**config.mk**
```make
export PLATFORM = sky130hd
export DESIGN_NAME = lamp_dimmer_bank
export DESIGN_NICKNAME = d
export VERILOG_FILES = /design/src/rtl/lamp_pkg.sv /design/src/rtl/lamp_pwm_channel.sv /design/src/rtl/lamp_dimmer_bank.sv
export SDC_FILE = /design/constraint.sdc
export NUM_CORES = 1
export LEC_CHECK = 0
export CORE_ASPECT_RATIO = 0.9
export CORE_MARGIN = 1.5
export CORE_UTILIZATION = 47
export CTS_BUF_LIST = sky130_fd_sc_hd__clkbuf_2
export DETAILED_ROUTE_END_ITERATION = 10
export GPL_TIMING_DRIVEN = 0
export PLACE_DENSITY = 0.61
export SYNTH_ARGS = -nofsm -noshare
export SYNTH_HDL_FRONTEND = slang
export SYNTH_SLANG_ARGS = --single-unit
```
**constraint.sdc**
```tcl
create_clock -name clk -period 6.4 [get_ports clk]
set_clock_uncertainty 0.1 [all_clocks]
set_input_delay 1.28 -clock clk [delete_from_list [all_inputs] [get_ports clk]]
set_output_delay 1.28 -clock clk [all_outputs]
set_load 0.02 [all_outputs]
```
**src/rtl/lamp_pkg.sv**
```systemverilog
`default_nettype none
// +--------------------------------------------------------------------+
// | lamp_pkg: mode encodings and level clamp helper for lamp_dimmer_bank|
// | Revision: 1.0                                                      |
// +--------------------------------------------------------------------+
package lamp_pkg;

  typedef enum logic [1:0] {
    MODE_NORMAL      = 2'd0,
    MODE_DIM         = 2'd1,
    MODE_NIGHT_BLINK = 2'd2,
    MODE_RESERVED    = 2'd3
  } mode_e;

  function automatic int unsigned clamp_level(input int unsigned val, input int unsigned maxl);
    return (val > maxl) ? maxl : val;
  endfunction

endpackage
`default_nettype wire

```
**src/rtl/lamp_pwm_channel.sv**
```systemverilog
`default_nettype none
// +--------------------------------------------------------------------+
// | lamp_pwm_channel: level register with boundary-only ramping and a   |
// | registered PWM compare. Revision: 1.0                               |
// +--------------------------------------------------------------------+
module lamp_pwm_channel #(
  parameter int PWM_BITS  = 8,
  parameter int RAMP_STEP = 16
) (
  input  logic                clk,
  input  logic                rst,
  input  logic                i_stb,
  input  logic [PWM_BITS-1:0] i_cnt,
  input  logic [PWM_BITS-1:0] i_target,
  output logic [PWM_BITS-1:0] o_level,
  output logic                o_pwm
);

  localparam int c_MAXL   = (1 << PWM_BITS) - 1;
  // A step of MAXL or more always lands on the target, so saturate it to fit the datapath.
  localparam int c_STEP_I = (RAMP_STEP > c_MAXL) ? c_MAXL : RAMP_STEP;
  localparam logic [PWM_BITS:0] c_STEP = (PWM_BITS+1)'(c_STEP_I);

  logic [PWM_BITS-1:0] r_level;
  logic                r_pwm;
  logic [PWM_BITS-1:0] w_level_nxt;
  logic [PWM_BITS:0]   w_lvl_x;
  logic [PWM_BITS:0]   w_tgt_x;
  logic [PWM_BITS:0]   w_up;
  logic [PWM_BITS:0]   w_tgt_plus;

  always_comb begin
    w_lvl_x     = {1'b0, r_level};
    w_tgt_x     = {1'b0, i_target};
    w_up        = w_lvl_x + c_STEP;
    w_tgt_plus  = w_tgt_x + c_STEP;
    w_level_nxt = r_level;
    if (c_STEP == '0) begin
      w_level_nxt = i_target;
    end else if (r_level < i_target) begin
      w_level_nxt = (w_up >= w_tgt_x) ? i_target : w_up[PWM_BITS-1:0];
    end else if (r_level > i_target) begin
      w_level_nxt = (w_lvl_x <= w_tgt_plus) ? i_target : (r_level - c_STEP[PWM_BITS-1:0]);
    end
  end

  always_ff @(posedge clk or posedge rst) begin
    if (rst) begin
      r_level <= '0;
      r_pwm   <= 1'b0;
    end else begin
      if (i_stb) begin
        r_level <= w_level_nxt;
      end
      r_pwm <= (i_cnt < r_level);
    end
  end

  assign o_level = r_level;
  assign o_pwm   = r_pwm;

endmodule
`default_nettype wire

```
**src/rtl/lamp_dimmer_bank.sv**
```systemverilog
`default_nettype none
// +--------------------------------------------------------------------+
// | lamp_dimmer_bank: N-channel ramping lamp PWM driver with DIM and    |
// | NIGHT_BLINK modes. Revision: 1.0                                    |
// +--------------------------------------------------------------------+
module lamp_dimmer_bank
  import lamp_pkg::*;
#(
  parameter int NUM_CH        = 6,
  parameter int PWM_BITS      = 8,
  parameter int RAMP_STEP     = 16,
  parameter int BLINK_PERIODS = 64
) (
  input  logic                clk,
  input  logic                rst,
  input  logic [NUM_CH-1:0]   i_lamp_on,
  input  logic [1:0]          i_mode,
  input  logic [PWM_BITS-1:0] i_dim_level,
  input  logic [NUM_CH-1:0]   i_blink_mask,
  output logic [NUM_CH-1:0]   o_lamp_pwm,
  output logic                o_period_stb,
  output logic                o_busy
);

  localparam int c_MAXL = (1 << PWM_BITS) - 1;
  localparam logic [PWM_BITS-1:0] c_MAXL_V = PWM_BITS'(c_MAXL);
  localparam logic [PWM_BITS-1:0] c_LAST   = PWM_BITS'(c_MAXL - 1);
  localparam int c_BW = (BLINK_PERIODS > 1) ? $clog2(BLINK_PERIODS) : 1;
  localparam logic [c_BW-1:0] c_BLAST = c_BW'(BLINK_PERIODS - 1);

  logic [PWM_BITS-1:0] r_cnt;
  logic [PWM_BITS-1:0] w_cnt_nxt;
  logic                r_stb;
  logic [c_BW-1:0]     r_bcnt;
  logic                r_bph;
  logic [PWM_BITS-1:0] w_dim;
  logic [NUM_CH-1:0]   w_ch_busy;
  mode_e               w_mode;

  assign w_mode    = mode_e'(i_mode);
  assign w_cnt_nxt = (r_cnt == c_LAST) ? '0 : (r_cnt + 1'b1);
  assign w_dim     = PWM_BITS'(clamp_level(32'(i_dim_level), 32'(c_MAXL)));

  // The strobe is decoded from the next count so it is a flop aligned with the wrap cycle.
  always_ff @(posedge clk or posedge rst) begin
    if (rst) begin
      r_cnt <= '0;
      r_stb <= 1'b0;
    end else begin
      r_cnt <= w_cnt_nxt;
      r_stb <= (w_cnt_nxt == c_LAST);
    end
  end

  always_ff @(posedge clk or posedge rst) begin
    if (rst) begin
      r_bcnt <= '0;
      r_bph  <= 1'b0;
    end else if (w_mode != MODE_NIGHT_BLINK) begin
      r_bcnt <= '0;
      r_bph  <= 1'b0;
    end else if (r_stb) begin
      if (r_bcnt == c_BLAST) begin
        r_bcnt <= '0;
        r_bph  <= ~r_bph;
      end else begin
        r_bcnt <= r_bcnt + 1'b1;
      end
    end
  end

  for (genvar gi = 0; gi < NUM_CH; gi++) begin : g_ch
    logic [PWM_BITS-1:0] w_tgt;
    logic [PWM_BITS-1:0] w_lvl;

    always_comb begin
      w_tgt = '0;
      case (w_mode)
        MODE_DIM:         w_tgt = i_lamp_on[gi] ? w_dim : '0;
        MODE_NIGHT_BLINK: w_tgt = (i_blink_mask[gi] & r_bph) ? c_MAXL_V : '0;
        default:          w_tgt = i_lamp_on[gi] ? c_MAXL_V : '0;
      endcase
    end

    lamp_pwm_channel #(
      .PWM_BITS  (PWM_BITS),
      .RAMP_STEP (RAMP_STEP)
    ) u_ch (
      .clk      (clk),
      .rst      (rst),
      .i_stb    (r_stb),
      .i_cnt    (r_cnt),
      .i_target (w_tgt),
      .o_level  (w_lvl),
      .o_pwm    (o_lamp_pwm[gi])
    );

    assign w_ch_busy[gi] = (w_lvl != w_tgt);
  end

  assign o_period_stb = r_stb;
  assign o_busy       = |w_ch_busy;

endmodule
`default_nettype wire
```
==> qor.yml <==
hpwl_um: 16310
num_vias: 7280
nets: 1198
worstMarginPinSlew_ps: 795.5
timing.setup.tns_ps: 0
use_met1: 0.3562
crit_fanout: 10
ioPinCount: 32
layout.cells.non_filler: 1266
cell_internal_pwr_mw: 0.7394
yosys_warnings: 0
max_slew_margin: 0.4696
clockBufferDepth: 2
placedCellCount: 1251
die_w_um: 142.4
drt_wl_total_um: 21950
place.gp.congestion: 0.8497
path_buf_inv: 4
grt_pass1_wl_um: 36300
crit_required_ps: 5020
maxSlewViolCount: 0
synth_edf_count: 0
drive_above_1_share: 0.07872
fin_crit_ps: 6083
swShare: 0.4005
seqPwrFrac: 0.376
viasPerCell: 5.750
initial_core_util: 0.4837
crit_path_top_delay_cell: "or4_4"
top_usage_layer: "met2"
syn_nets: 1163
critPathTopFamily: "simple AND/OR/NAND/NOR gates"
min_delay_path_depth: 2
cts-buffers-inserted: 9
first_pass_iters: 5
drc: 0
hold_buffers: 0
ys.flop_type: "dfrtp_1"
cts_tree: "yes"
cts.sinks: 70
critical_path_arrival_ps: 4700
synth_area_leaders: "ha_1, dfrtp_1, a21oi_1"
peakVddDrop_mv: 0.08385
antenna_left: 0
critPathKind: "in2out"
max_clock_freq_ghz: 0.1644
use_met3: 0.03796
cp-start-kind: "input port"
synth_top_area_share: 0.2282
fp-row-count: 45
r2r_cells: 16
port-buffer-count: 26
clock_latency_ps: 590
status: "finished, final reports clean"
ys_ff_latch: 70
syn-instance-count: 989
fin_crit_sh: 0.9505
powerDensity_mw_per_mm2: 137.9
wl_per_cell_um: 17.33
endpoint_kind: "output pin"
areaGrowthSynthToFinish_pct: 8.733
hp-class: "reg2reg"
cp.depth: 13
cts_max_level: 3
netlist_area_mm2: 0.008224
synth_cell_types: 79
drv_cap: 0
setup_viol: 0
clk_pin_slew_ps: 180
fp.dieH_um: 128.5
p_leak_nw: 4.101
path_cells: "clkdlybuf4s50_1 > inv_1 > ha_1 > buf_4 > nand2_1 > nand2_1 > a31o_2 > ha_1 > nand4_1 > or4_4 > nor3_2 > nand4_1 > dlymetal6s2s_1"
overflow: 0
root_buffer: "clkbuf_2"
antenna_found_initial: 1
hold_viol_final: 0
rsz0062_at_grt: "no"
slowest_delay_ps: 590
pwr-share-comb: 0.405
use_met2: 0.4017
synth_seq_area_share: 0.2130
fp.coreArea_mm2: 0.01700
power.switching_mw: 0.4940
p_clk_frac: 0.219
dieArea_mm2: 0.01830
grt_max_degree: 63
syn_avg_cell_area_um2: 8.316
grt_pass1_vias: 6947
synthArstFlopShare: 1.000
grt_usage: 0.2531
yosysTopAreaCell: "ha_1"
drt_iter0_markers: 419
-- synth_stat cells (6+ instances only) --
cell,count
a211o_1,6
clkbuf_1,20
ha_1,150
nand4b_1,7
buf_4,11
a21o_1,27
o21a_1,7
xor2_1,20
mux2i_1,9
inv_1,92
o31ai_1,9
nor2b_1,15
a31o_2,12
a211oi_1,13
buf_2,10
o21ai_0,47
o211ai_1,7
and3_1,7
nand2_1,67
and2_1,14
nand2b_1,14
o2bb2ai_1,12
nor2_1,64
nand4_1,18
a21oi_1,77
xnor2_1,22
nand3_1,27
nor3_1,26
dfrtp_1,70
a31oi_1,12
-- flip-flops by register name, summed over array words and instances, names as in the netlist --
| register | flops |
|---|---|
| g_ch.u_ch.o_level | 48 |
| g_ch.u_ch.o_pwm | 6 |
| o_period_stb | 1 |
| r_bcnt | 6 |
| r_bph | 1 |
| r_cnt | 8 |
-- per-layer routing --
metal  wire [µm]  part of all wire
met5           0                 0
met4         425             0.019
met3         886             0.040
met2        9819              0.45
met1       10820              0.49
-- power by group through the flow --
stage               clock network, mW  registers (mW)  logic (mW)
floorplan                           0           0.467       0.373
global placement                    0           0.471       0.484
detailed placement                  0           0.471       0.488
CTS                             0.281           0.463       0.494
global route                    0.294           0.465       0.566
finish                          0.270           0.463       0.500
-- final timing paths --
check | from | endpoint | slack, ps
min reg2reg | g_ch[3].u_ch.o_level[1]$_DFFE_PP0P_ | g_ch[3].u_ch.o_level[1]$_DFFE_PP0P_ | 450
min in group asynchronous | rst | r_bcnt[4]$_DFFE_PP0P_ | 800
max in group asynchronous | rst | g_ch[0].u_ch.o_level[3]$_DFFE_PP0P_ | 4820
min | g_ch[3].u_ch.o_level[1]$_DFFE_PP0P_ | g_ch[3].u_ch.o_level[1]$_DFFE_PP0P_ | 450
max | i_mode[0] | o_busy | 320
max reg2reg | r_bph$_DFFE_PP0P_ | g_ch[5].u_ch.o_level[0]$_DFFE_PP0P_ | 1910
-- stage by stage --
stage                     cell area [µm²]  setup WS, ps    util  power, mW  hold slack [ps]
final                                8942         316.6  0.5259      1.233            453.3
after global routing                 8942         218.8  0.5259      1.324            485.7
after CTS                            8930         18.39  0.5252      1.238            453.0
after detailed placement             8808        -774.2  0.5180     0.9593            413.4
after global placement               8778        -785.8  0.5163     0.9545            399.5
after floorplan                      8224          1336       -     0.8401            374.3
-- what timing repair did --
| action | 4_1_cts | 5_1_grt |
|---|---|---|
| resized for setup | 12 | 4 |
| pin swaps | 0 | 0 |
| setup buffers | 0 | 0 |
| setup endpoints to repair | 1 | 1 |
-- logic make-up after synthesis --
logic type | synth area share
fa+ha+maj | 0.2306
mux | 0.01826
compound gates | 0.2472
buf+inv | 0.06907
xor+xnor | 0.04671
flops | 0.2130
simple gates | 0.1751
-- cells in the final DEF (no fill, tap or decap), types with 13 or more instances in the layout --
cell,Yosys,routed
nand2b_1,14,14
a21o_1,27,27
clkbuf_1,20,16
inv_1,92,91
nor2_1,64,64
nand4_1,18,18
a21oi_1,77,73
xnor2_1,22,22
dfrtp_1,70,70
nor2b_1,15,15
o21ai_0,47,47
ha_1,150,150
clkdlybuf4s50_1,0,25
xor2_1,20,20
nand2_1,67,66
nor3_1,26,25
a211oi_1,13,13
nand3_1,27,27
-- cell type report --
class                   count  area (µm²)
clock inverters             6       52.55
plain buffers              40       217.7
repair buffers             27       290.3
fillers                  1675        8061
well taps                 235       294.0
diodes                      2       5.005
clock buffers              10       50.05
flip-flops and latches     70        1752
inverters                  92       347.8
multi-input cells         784        5933
-- worst min-delay path, cell delays in order, from the launching register on --
cell     delay (ps)
dfrtp_1         420
nand2_1          60
o21ai_0          60
No activity file was read; power rests on OpenSTA's default activity.
